## src/rtl/mem_arb_pkg.sv

```systemverilog
// Shared types and constants for the two-master memory bus arbiter.
package mem_arb_pkg;

  localparam int ARB_CNT_W = 4;

  typedef enum logic [1:0] {
    IDLE    = 2'd0,
    GRANT_A = 2'd1,
    GRANT_B = 2'd2
  } arb_state_t;

  typedef enum logic {
    MASTER_A = 1'b0,
    MASTER_B = 1'b1
  } master_t;

endpackage

```

## src/rtl/mem_arb_starve_counter.sv

```systemverilog
// Saturating starvation counter: counts data-port wins while the
// instruction port is kept waiting, and flags when the limit is reached.
module mem_arb_starve_counter
  import mem_arb_pkg::*;
#(
  parameter int STARVE_LIMIT = 4
) (
  input  logic clk,
  input  logic reset,
  input  logic i_inc,
  input  logic i_clr,
  output logic o_at_limit
);

  localparam int                   LIMIT_INT = STARVE_LIMIT;
  localparam logic [ARB_CNT_W-1:0] LIMIT     = LIMIT_INT[ARB_CNT_W-1:0];

  logic [ARB_CNT_W-1:0] r_count;

  // Clear has precedence; increment stops once the limit is reached.
  always_ff @(posedge clk) begin
    if (reset) begin
      r_count <= '0;
    end else if (i_clr) begin
      r_count <= '0;
    end else if (i_inc && (r_count != LIMIT)) begin
      r_count <= r_count + 1'b1;
    end
  end

  assign o_at_limit = (r_count == LIMIT);

endmodule

```

## src/rtl/mem_bus_arbiter.sv

```systemverilog
// Arbitrates the single 16-bit external memory bus between the instruction
// prefetcher (port A) and the LoadStore unit (port B). The data port has
// priority; a starvation counter forces an instruction grant after
// STARVE_LIMIT consecutive data grants while A waits. Every grant is
// followed by at least one IDLE cycle.
// Optional macro MEM_ARB_STATS_EN adds per-master wait-cycle counters.
module mem_bus_arbiter
  import mem_arb_pkg::*;
#(
  parameter int STARVE_LIMIT = 4
) (
  input  logic        clk,
  input  logic        reset,
  input  logic [19:1] a_m_addr,
  output logic [15:0] a_m_data_in,
  input  logic        a_m_access,
  output logic        a_m_ack,
  input  logic [19:1] b_m_addr,
  output logic [15:0] b_m_data_in,
  input  logic [15:0] b_m_data_out,
  input  logic        b_m_access,
  output logic        b_m_ack,
  input  logic        b_m_wr_en,
  input  logic [1:0]  b_m_bytesel,
  output logic [19:1] q_m_addr,
  input  logic [15:0] q_m_data_in,
  output logic [15:0] q_m_data_out,
  output logic        q_m_access,
  input  logic        q_m_ack,
  output logic        q_m_wr_en,
  output logic [1:0]  q_m_bytesel
`ifdef MEM_ARB_STATS_EN
  ,
  output logic [15:0] a_wait_cycles,
  output logic [15:0] b_wait_cycles
`endif
);

  arb_state_t r_state;
  arb_state_t w_nextState;
  master_t    w_idleWinner;
  logic       w_idleRequest;
  logic       w_starveHit;
  logic       w_starveInc;
  logic       w_starveClr;

  mem_arb_starve_counter #(
    .STARVE_LIMIT(STARVE_LIMIT)
  ) u_starve (
    .clk       (clk),
    .reset     (reset),
    .i_inc     (w_starveInc),
    .i_clr     (w_starveClr),
    .o_at_limit(w_starveHit)
  );

  // State register; reset drops any grant in the very next cycle.
  always_ff @(posedge clk) begin
    if (reset) begin
      r_state <= IDLE;
    end else begin
      r_state <= w_nextState;
    end
  end

  // Arbitration in IDLE and release of the current grant on ack or abort.
  always_comb begin
    w_nextState   = r_state;
    w_idleWinner  = MASTER_B;
    w_idleRequest = a_m_access || b_m_access;
    if (b_m_access && !(a_m_access && w_starveHit)) begin
      w_idleWinner = MASTER_B;
    end else if (a_m_access) begin
      w_idleWinner = MASTER_A;
    end
    case (r_state)
      IDLE: begin
        if (w_idleRequest) begin
          w_nextState = (w_idleWinner == MASTER_B) ? GRANT_B : GRANT_A;
        end
      end
      GRANT_A: begin
        if (q_m_ack || !a_m_access) begin
          w_nextState = IDLE;
        end
      end
      GRANT_B: begin
        if (q_m_ack || !b_m_access) begin
          w_nextState = IDLE;
        end
      end
      default: w_nextState = IDLE;
    endcase
  end

  assign w_starveInc = (r_state == IDLE) && (w_nextState == GRANT_B) && a_m_access;
  assign w_starveClr = (r_state == IDLE) && ((w_nextState == GRANT_A) || !a_m_access);

  // Route the granted master onto the memory bus; everything idles at zero.
  always_comb begin
    q_m_access   = 1'b0;
    q_m_addr     = '0;
    q_m_wr_en    = 1'b0;
    q_m_bytesel  = 2'b00;
    q_m_data_out = '0;
    a_m_ack      = 1'b0;
    b_m_ack      = 1'b0;
    case (r_state)
      GRANT_A: begin
        q_m_access  = a_m_access;
        q_m_addr    = a_m_addr;
        q_m_bytesel = 2'b11;
        a_m_ack     = q_m_ack;
      end
      GRANT_B: begin
        q_m_access   = b_m_access;
        q_m_addr     = b_m_addr;
        q_m_wr_en    = b_m_wr_en;
        q_m_bytesel  = b_m_bytesel;
        q_m_data_out = b_m_data_out;
        b_m_ack      = q_m_ack;
      end
      default: begin
      end
    endcase
  end

  assign a_m_data_in = q_m_data_in;
  assign b_m_data_in = q_m_data_in;

`ifdef MEM_ARB_STATS_EN
  logic [15:0] r_aWait;
  logic [15:0] r_bWait;

  // Saturating count of cycles each master requests without owning the bus.
  always_ff @(posedge clk) begin
    if (reset) begin
      r_aWait <= '0;
      r_bWait <= '0;
    end else begin
      if (a_m_access && (r_state != GRANT_A) && (r_aWait != 16'hFFFF)) begin
        r_aWait <= r_aWait + 16'd1;
      end
      if (b_m_access && (r_state != GRANT_B) && (r_bWait != 16'hFFFF)) begin
        r_bWait <= r_bWait + 16'd1;
      end
    end
  end

  assign a_wait_cycles = r_aWait;
  assign b_wait_cycles = r_bWait;
`endif

endmodule

```

## config.mk

```make
export PLATFORM = sky130hd
export DESIGN_NAME = mem_bus_arbiter
export DESIGN_NICKNAME = d
export VERILOG_FILES = /design/src/rtl/mem_arb_pkg.sv /design/src/rtl/mem_arb_starve_counter.sv /design/src/rtl/mem_bus_arbiter.sv
export SDC_FILE = /design/constraint.sdc
export NUM_CORES = 1
export LEC_CHECK = 0
export BUFFER_PORTS_ARGS = -buffer_cell sky130_fd_sc_hd__buf_2
export CAP_MARGIN = 10
export CELL_PAD_IN_SITES_DETAIL_PLACEMENT = 1
export CELL_PAD_IN_SITES_GLOBAL_PLACEMENT = 1
export CORE_MARGIN = 2
export CORE_UTILIZATION = 20
export CTS_BUF_LIST = sky130_fd_sc_hd__clkbuf_8 sky130_fd_sc_hd__clkbuf_16
export CTS_CLUSTER_SIZE = 28
export DETAILED_ROUTE_END_ITERATION = 8
export PLACE_DENSITY_LB_ADDON = 0.2
export SLEW_MARGIN = 0
export SYNTH_ARGS = -nofsm -noshare
export SYNTH_HDL_FRONTEND = slang
export SYNTH_SLANG_ARGS = --single-unit
```

## constraint.sdc

```tcl
create_clock -name clk -period 4.9 [get_ports clk]
set_input_delay 0.49 -clock clk [delete_from_list [all_inputs] [get_ports clk]]
set_output_delay 0.49 -clock clk [all_outputs]
set_load 0.005 [all_outputs]
```

==> run metrics, run 1 <==
outcome finished clean; die area 6220 um2; worst-margin pin slew 865 ps; Yosys warning count 0; Slew Limit Fails 0; Max-Cap Viols 0; unrepaired setup endpoints after global routing false; cells after synthesis 155; period utilisation layout 50.8%; Final #Nets 307; Area Growth Syn to Fin 33.8%; Buffers on Ports 102; Tot GR Track Use 11.8%; min cycle time layout 2490 ps; CTS tree yes; share of layout cells above drive strength 1 48.9%; post-DP HPWL 3350 um; latest clock arrival within the worst-skew pair 220 ps; CP endpoint kind flip-flop; Reg-to-Reg End u_starve.r_count[2]; CP Launch Type flip-flop; drt first pass iters 4; initial antenna violation count 0; routed via count 1291; post-CTS setup buffer count 0; critical path class flip-flop to flip-flop; Hold Vio Cnt, Final 0; htree depth 1; worst slack at placement 2350 ps; R2R Path Start r_state[1]; adder-cell share of the synthesized area 6.70%; final setup vio count 0; setup TNS 0 ps; Die X 78.9 um; Reg clk slew, reported paths 30 ps; Synth Net Count 239; CTS resizes 0; post-synthesis mux area share 0%; DRC viols 0; Routed Antenna Nets 0; Synth Area in Compound Gates 23.7%; antenna cells 0; Root Driver clkbuf_8; Synth Cell Area 1120 um2; first-pass GRT wire length 6080 um; CP arrival 2590 ps; post-synth cell types 27; worst-path fanout max 24; clk_skew 2.10 ps; CTS sink cnt 6; Starting Density 20.5%; FP Rows 27; pwr/cell area 162 nW/um2; Peak Freq 0.402 GHz; Die Y 78.9 um; flops & latches, synth 6; WHS Path Cells 2; Core Region 5470 um2; post-layout util 27.4%; largest net degree at the start of global routing 40; Post-Synth XOR/XNOR Area 0%; Synth Area in Simple Gates 33.1%; WL final 4030 um; maximum VDD drop 0.0912 mV; Min-Delay Path Class input pin to flip-flop; worst min-delay path endpoint r_state[0]; Reg2Reg Depth 7; hold_sp reset; CTS Buf Count 3; register area share after synthesis 10.7%; Slew HR 42.3%; # IOs 151; Non-Filler Instances 293; First DRT Iteration DRCs 30; vias in the first global route 1235; syn_area_per_cell 7.23 um2; LEAKAGE 0.764 nW; DP Cell Count 290; register area 120 um2; GP Congestion 0.795; R2R Setup Slk 2410 ps; vias per cell 4.41; FILL cells 712; post-DR wirelength/cell 13.8 um; area of the multi-input gates 712 um2; Worst EP required 5000 ps; Clock Tree Buf Depth 2; main combinational cell family by area after synthesis simple AND/OR/NAND/NOR gates; hold_buf cts 0; total gr overflow 0; final worst setup slack 2410 ps
area by class of cell:
cell class | instances | share of cell area, %
clock buffers | 3 | 2.75
flip-flops and latches | 6 | 8.01
well taps | 72 | 6.00
repair buffers | 103 | 34.5
inverters | 5 | 1.25
multi-input cells | 104 | 47.5
synth_stat cells:
library cell | count | share of area [%]
dfxtp_1 | 6 | 11
a2bb2oi_2 | 1 | 1.3
nand3b_1 | 1 | 0.67
a211oi_1 | 2 | 1.3
nand4b_1 | 1 | 0.78
a22oi_1 | 20 | 13
o2111a_2 | 1 | 1.1
o21ai_0 | 3 | 1.3
or4_1 | 1 | 0.67
ha_1 | 6 | 6.7
buf_4 | 32 | 21
nor2_1 | 3 | 1.0
a31oi_1 | 1 | 0.56
nor3_1 | 3 | 1.3
and2_1 | 19 | 11
a21oi_1 | 5 | 2.2
inv_1 | 5 | 1.7
nor2b_1 | 23 | 13
and3_1 | 1 | 0.56
o32ai_1 | 1 | 0.78
o32a_1 | 1 | 0.89
nand3_1 | 4 | 1.8
a21boi_0 | 1 | 0.67
clkbuf_1 | 8 | 2.7
nand2b_1 | 2 | 1.1
nand2_1 | 3 | 1.0
and3b_1 | 1 | 0.78
sequential cells by signal (all words and copies together), names as in the netlist:
name and count:
u_starve.r_count 4, r_state 2
cells in the final DEF, fill, tap and decap left out, types with 4 or more instances in the layout:
master,instances
buf_2,102
ha_1,6
nand3_1,4
a21oi_1,5
inv_1,5
dfxtp_1,6
nor2b_1,23
a22oi_1,20
and2_1,19
routing by layer:
layer	track usage [%]	share of wire [%]
met5	0	0
met4	1.21	0
met3	3.30	11
met2	22.1	49
met1	13.8	40
critical path, stage by stage, from the launching register on:
cell	delay, ps
dfxtp_1	340
inv_1	110
ha_1	730
a22oi_1	230
nor3_1	520
nor2_1	220
nand3_1	140
a31oi_1	80
power by group:
part           switching (mW)  internal [mW]
clock                  0.0186         0.0525
sequential            0.00199         0.0510
combinational          0.0574         0.0616
logic make-up (layout without fill, tap and decap cells):
kind of cell,after synthesis,in the layout
flops,6,6
buf+inv,45,111
compound gates,36,36
simple gates,62,62
fa+ha+maj,6,6
through the flow:
stage	total power, mW	cell area [um2]	hold slack, ps
6_report	0.243	1500	482
3_5_place_dp	0.175	1460	511
3_3_place_gp	0.176	1460	506
5_1_grt	0.264	1500	489
2_1_floorplan	0.139	1120	456
4_1_cts	0.249	1500	476
worst max-delay path by stage:
stage          startpoint             endpoint  slack (ps)  cells past startpoint
6_report       r_state[1]  u_starve.r_count[2]        2410                      7
5_1_grt        r_state[1]  u_starve.r_count[0]        2180                      7
4_1_cts        r_state[1]  u_starve.r_count[2]        2360                      7
3_5_place_dp   r_state[1]  u_starve.r_count[2]        2350                      7
3_3_place_gp   r_state[1]  u_starve.r_count[2]        2390                      7
2_1_floorplan  r_state[0]     q_m_data_out[10]        3170                      5
(Power assumes the default switching activity.)
==> run 2, diff against run 1 <==
- ABC_AREA: not set -> 1
- CORE_UTILIZATION: 20 -> 16
- clock period: 4.9 -> 2.23 ns (I/O delays scaled with it)
==> run 2 against run 1 <==
Area after synthesis is 6.0% higher. Utilization decreased by 4.9 points. Clock power up 140%. Largest cell class unchanged. Final area grew 8.2%. Non-clock buffer count is 3 higher. Worst setup slack lost 2000 ps. Sequential cell count did not move. Global-route usage decreased by 1.8 points.
==> run metrics, run 2 <==
vias per cell 3.76; vias in the first global route 1486; Synth Cell Area 1190 um2; First DRT Iteration DRCs 20; WL final 4170 um; Critical-path top delay cell dfxtp_1; Hold Vio Cnt, Final 0; post-DR wirelength/cell 10.9 um; Peak Freq 0.556 GHz; critical path cell sequence inv_1, ha_1, inv_1, buf_4, a21oi_1, buf_2; area leader, netlist nand2_1; # IOs 151; Slew HR 80.9%; cells after synthesis 213; hold_sp reset; Top FF cell, synth dfxtp_1; Placed Area 1580 um2; GP Congestion 0.764; most common cell after layout, fill and taps aside buf_2; post-synth cell types 22; latest clock arrival within the worst-skew pair 230 ps; CTS sink cnt 6; Min-Delay Path Class input pin to flip-flop; Yosys warning count 0; CP arrival 1580 ps; syn_area_per_cell 5.58 um2; total gr overflow 0; Final #Nets 368; Area Growth Syn to Fin 36.5%; outcome finished clean; unrepaired setup endpoints after global routing false; Die Y 90.2 um; post-CTS setup buffer count 0; Slew Limit Fails 0; clk_skew 4.77 ps; most common cell in the synthesized netlist nand2_1; FILL cells 973; CP Launch Type flip-flop; worst-path fanout max 22; most frequent cells in the layout 102 x buf_2, 72 x nand2_1, 21 x a21oi_1; post-synthesis mux area share 0%; period utilisation layout 80.7%; WHS Path Cells 2; fraction of registers with async set/reset 0%; critical path class flip-flop to output pin; Core Region 7210 um2; post-DP HPWL 3370 um; Max-Cap Viols 0; LEAKAGE 0.949 nW; CP endpoint kind output pin; Synth Area in Simple Gates 36.9%; Clock Tree Buf Depth 2; CTS resizes 0; Post-Synth XOR/XNOR Area 1.47%; first-pass GRT wire length 6840 um; die area 8130 um2; Post-synth EDFFs 0; worst-margin pin slew 287 ps; drt first pass iters 2; register area share after synthesis 10.1%; Biggest register u_starve.r_count; htree depth 1; DRC viols 0; Post-Layout Inst Area 1620 um2; min cycle time layout 1800 ps; Routed Antenna Nets 0; worst min-delay path endpoint r_state[0]; R2R Path Start r_state[0]; number of flip-flops under the largest register name 4; adder-cell share of the synthesized area 6.32%; main combinational cell family by area after synthesis simple AND/OR/NAND/NOR gates; Starting Density 16.5%; Reg2Reg Depth 10; Tot GR Track Use 10.0%; Root Driver clkbuf_8; Die X 90.2 um; CTS Buf Count 3; R2R Setup Slk 580 ps; share of layout cells above drive strength 1 48.2%; largest net degree at the start of global routing 30; hold_buf cts 0; Synth area leaders nand2_1 23%, buf_4 20%, dfxtp_1 10%, a21oi_1 8.8%, ha_1 6.3%; CTS tree yes; Synth Area in Compound Gates 11.3%; initial antenna violation count 0; flops & latches, synth 6; maximum VDD drop 0.234 mV; CP most frequent cell inv_1; pwr/cell area 341 nW/um2; Buffers on Ports 102; Worst EP required 2010 ps; Reg clk slew, reported paths 40 ps; antenna cells 0; commonest cells in the netlist 72 x nand2_1, 32 x buf_4, 21 x a21oi_1; Reg-to-Reg End u_starve.r_count[2]; final setup vio count 0; Synth top area share 22.7%; routed via count 1433; setup TNS 0 ps; Slowest Stage Delay on Critical Path 420 ps; Top Registers u_starve.r_count x4, r_state x2; FP Rows 31; Synth Net Count 297
run 2: kinds of logic (layout without fill, tap and decap cells):
kind of cell    after synthesis  after routing
fa+ha+maj                     6              6
buf+inv                      75            144
compound gates               24             24
flops                         6              6
simple gates                100            100
xor+xnor                      2              2
run 2: report_power, final:
part | internal [mW] | switching [mW]
clock network | 0.117 | 0.0526
logic | 0.112 | 0.155
registers | 0.112 | 0.00501
run 2: how the worst max path moves through the flow:
stage | startpoint | end | slack, ps | depth (start not counted)
final | r_state[0] | q_m_addr[8] | 430 | 6
after global routing | r_state[0] | q_m_addr[8] | 300 | 6
after CTS | r_state[0] | q_m_addr[8] | 390 | 6
after detailed placement | r_state[0] | u_starve.r_count[1] | 560 | 10
after global placement | r_state[0] | u_starve.r_count[1] | 620 | 10
after floorplan | r_state[0] | u_starve.r_count[2] | 760 | 10
run 2: layout make-up:
type,count,area (um2),share of cell area (%)
well taps,99,124,7.63
clock buffers,3,41.3,2.54
inverters,35,131,8.10
flip-flops and latches,6,120,7.40
multi-input cells,132,666,41.0
repair buffers,106,541,33.3
run 2: worst max-delay path: cells and delay by family (launching register included):
| family | cells | cell delay, ps |
|---|---|---|
| flops | 1 | 420 |
| compound gates | 1 | 170 |
| buf+inv | 4 | 460 |
| fa+ha+maj | 1 | 280 |
run 2: metrics by stage:
step / std cells / util [%] / hold slack, ps / total power, mW / setup WS, ps
global placement: 378 / 21.9 / 426 / 0.392 / 620
global route: 381 / 22.5 / 195 / 0.605 / 301
finish: 381 / 22.5 / 185 / 0.553 / 431
CTS: 381 / 22.5 / 183 / 0.569 / 389
detailed placement: 378 / 21.9 / 425 / 0.393 / 560
floorplan: 213 / - / 295 / 0.307 / 763
run 2: metal layers:
metal | routed length [um] | global-route usage (%) | part of all wire (%)
met5 | 0 | 0 | 0
met4 | 82 | 4.10 | 2.0
met3 | 334 | 2.10 | 8.0
met2 | 2140 | 19.5 | 51
met1 | 1610 | 10.2 | 39
==> run 3, diff against run 2 <==
- CORE_UTILIZATION: 16 -> 18
- clock period: 2.23 -> 1.86 ns (I/O delays scaled with it)
==> run 3 against run 2 <==
Non-clock buffer count shrank 1. Utilization is 2.5 points higher. Clock skew is 2.7 ps lower. Worst setup slack worse by 290 ps. Die area shrank 11%. Combinational power grew 19%. Largest cell class unchanged.
==> run metrics, run 3 (synthesis gave the netlist of run 2 again) <==
vias in the first global route 1441; antenna cells 0; hold_sp reset; CP arrival 1530 ps; Min-Delay Path Class input pin to flip-flop; Reg-to-Reg End u_starve.r_count[3]; outcome finished clean; overall power 663 uW; Tot GR Track Use 10.6%; share of layout cells above drive strength 1 48.0%; First DRT Iteration DRCs 38; Top Registers u_starve.r_count x4, r_state x2; post-DR wirelength/cell 11.2 um; most common cell after layout, fill and taps aside buf_2; Root Driver clkbuf_8; Non-Filler Instances 358; CTS tree yes; CTS Buf Count 3; CP bufs+invs 3; setup TNS 0 ps; CP Launch Type flip-flop; worst-margin pin slew 281 ps; maximum VDD drop 0.393 mV; Top delay family on crit path buffers and inverters; total gr overflow 0; DRC viols 0; Hold Vio Cnt, Final 0; Core Region 6390 um2; Starting Density 18.6%; hold_ws 144 ps; Buffers on Ports 102; R2R Path Start r_state[0]; critical path cell sequence inv_1, ha_1, buf_6, nand2_1, a21oi_1, buf_2; Worst EP required 1670 ps; Critical-path top delay cell dfxtp_1; clk_skew 2.12 ps; Max-Cap Viols 0; period utilisation layout 92.2%; Slew Limit Fails 0; Die Y 85.3 um; FP Rows 29; routed via count 1456; Slew HR 81.3%; pwr/cell area 416 nW/um2; WHS Path Cells 2; critical path class flip-flop to output pin; Clock Tree Buf Depth 2; Die X 85.3 um; LEAKAGE 0.946 nW; unrepaired setup endpoints after global routing false; CP endpoint kind output pin; drt first pass iters 4; Peak Freq 0.583 GHz; largest net degree at the start of global routing 40; GP Congestion 0.798; worst min-delay path endpoint r_state[0]; worst-path fanout max 39; CTS sink cnt 6; Reg2Reg Depth 10; vias per cell 4.07; min cycle time layout 1720 ps; number of flip-flops under the largest register name 4; initial antenna violation count 0; Slowest Stage Delay on Critical Path 350 ps; Routed Antenna Nets 0; DP Cell Count 355; # IOs 151; WL final 4000 um; post-DP HPWL 3210 um; R2R Setup Slk 230 ps; latest clock arrival within the worst-skew pair 230 ps; Final #Nets 367; most frequent cells in the layout 102 x buf_2, 72 x nand2_1, 21 x a21oi_1; Biggest register u_starve.r_count; Reg clk slew, reported paths 40 ps; final setup vio count 0; Area Growth Syn to Fin 34.2%; first-pass GRT wire length 6460 um; htree depth 1; die area 7270 um2
## run 3: changes by cell type in the layout (fill, tap and decap cells not counted)
| cell | change |
|---|---|
| buf_4 | -3 |
| buf_6 | +2 |
## run 3: final cells by class
cell class | count | area, um2
Clock buffer | 3 | 41.3
Fill cell | 869 | 4790
Tap cell | 77 | 96.3
Multi-Input combinational cell | 132 | 666
Timing Repair Buffer | 105 | 541
Sequential cell | 6 | 120
Inverter | 35 | 131
## run 3: worst max-delay path by stage
stage,depth (start not counted),endpoint,from
2_1_floorplan,10,u_starve.r_count[2],r_state[0]
3_3_place_gp,10,u_starve.r_count[1],r_state[0]
3_5_place_dp,10,u_starve.r_count[3],r_state[0]
4_1_cts,6,q_m_addr[3],r_state[0]
5_1_grt,6,q_m_addr[3],r_state[0]
6_report,6,q_m_addr[5],r_state[0]
## run 3: worst register-to-register path, cell delays in order (launching register included)
cell and delay [ps]:
dfxtp_1 420, inv_1 100, ha_1 230, nand2_1 110, o21ai_4 80, nand3_2 80, nand3_2 170, nor2_4 160
nor2_1 50, nor2_1 80, nor2_1 50
## run 3: power breakdown
part | total [mW] | internal, mW | switching [mW]
Sequential | 0.141 | 0.135 | 0.00666
Combinational | 0.318 | 0.136 | 0.182
Clock | 0.204 | 0.140 | 0.0642
## run 3: repair_timing
action	in CTS	in global routing
hold endpoints to repair	0	0
hold buffers	0	0
resized for setup	0	2
setup buffers	0	0
endpoints found under the setup margin	0	22
## run 3: per-layer routing
layer  part of all wire, %  wire [um]  up-vias  global-route usage (%)
met5                     0          0        -                       0
met4                   3.0        119        0                    4.91
met3                   8.7        348       20                    1.65
met2                    49       1980       55                    19.5
met1                    39       1560      641                    11.9
li1                      -          -      740                       -
## run 3: metrics by stage
stage / worst slack [ps] / cell area, um2 / utilization [%]
2_1_floorplan: 393 / 1190 / -
3_3_place_gp: 220 / 1550 / 24.2
3_5_place_dp: 196 / 1550 / 24.2
4_1_cts: 21.5 / 1590 / 24.9
5_1_grt: 19.1 / 1600 / 25.0
6_report: 144 / 1600 / 25.0
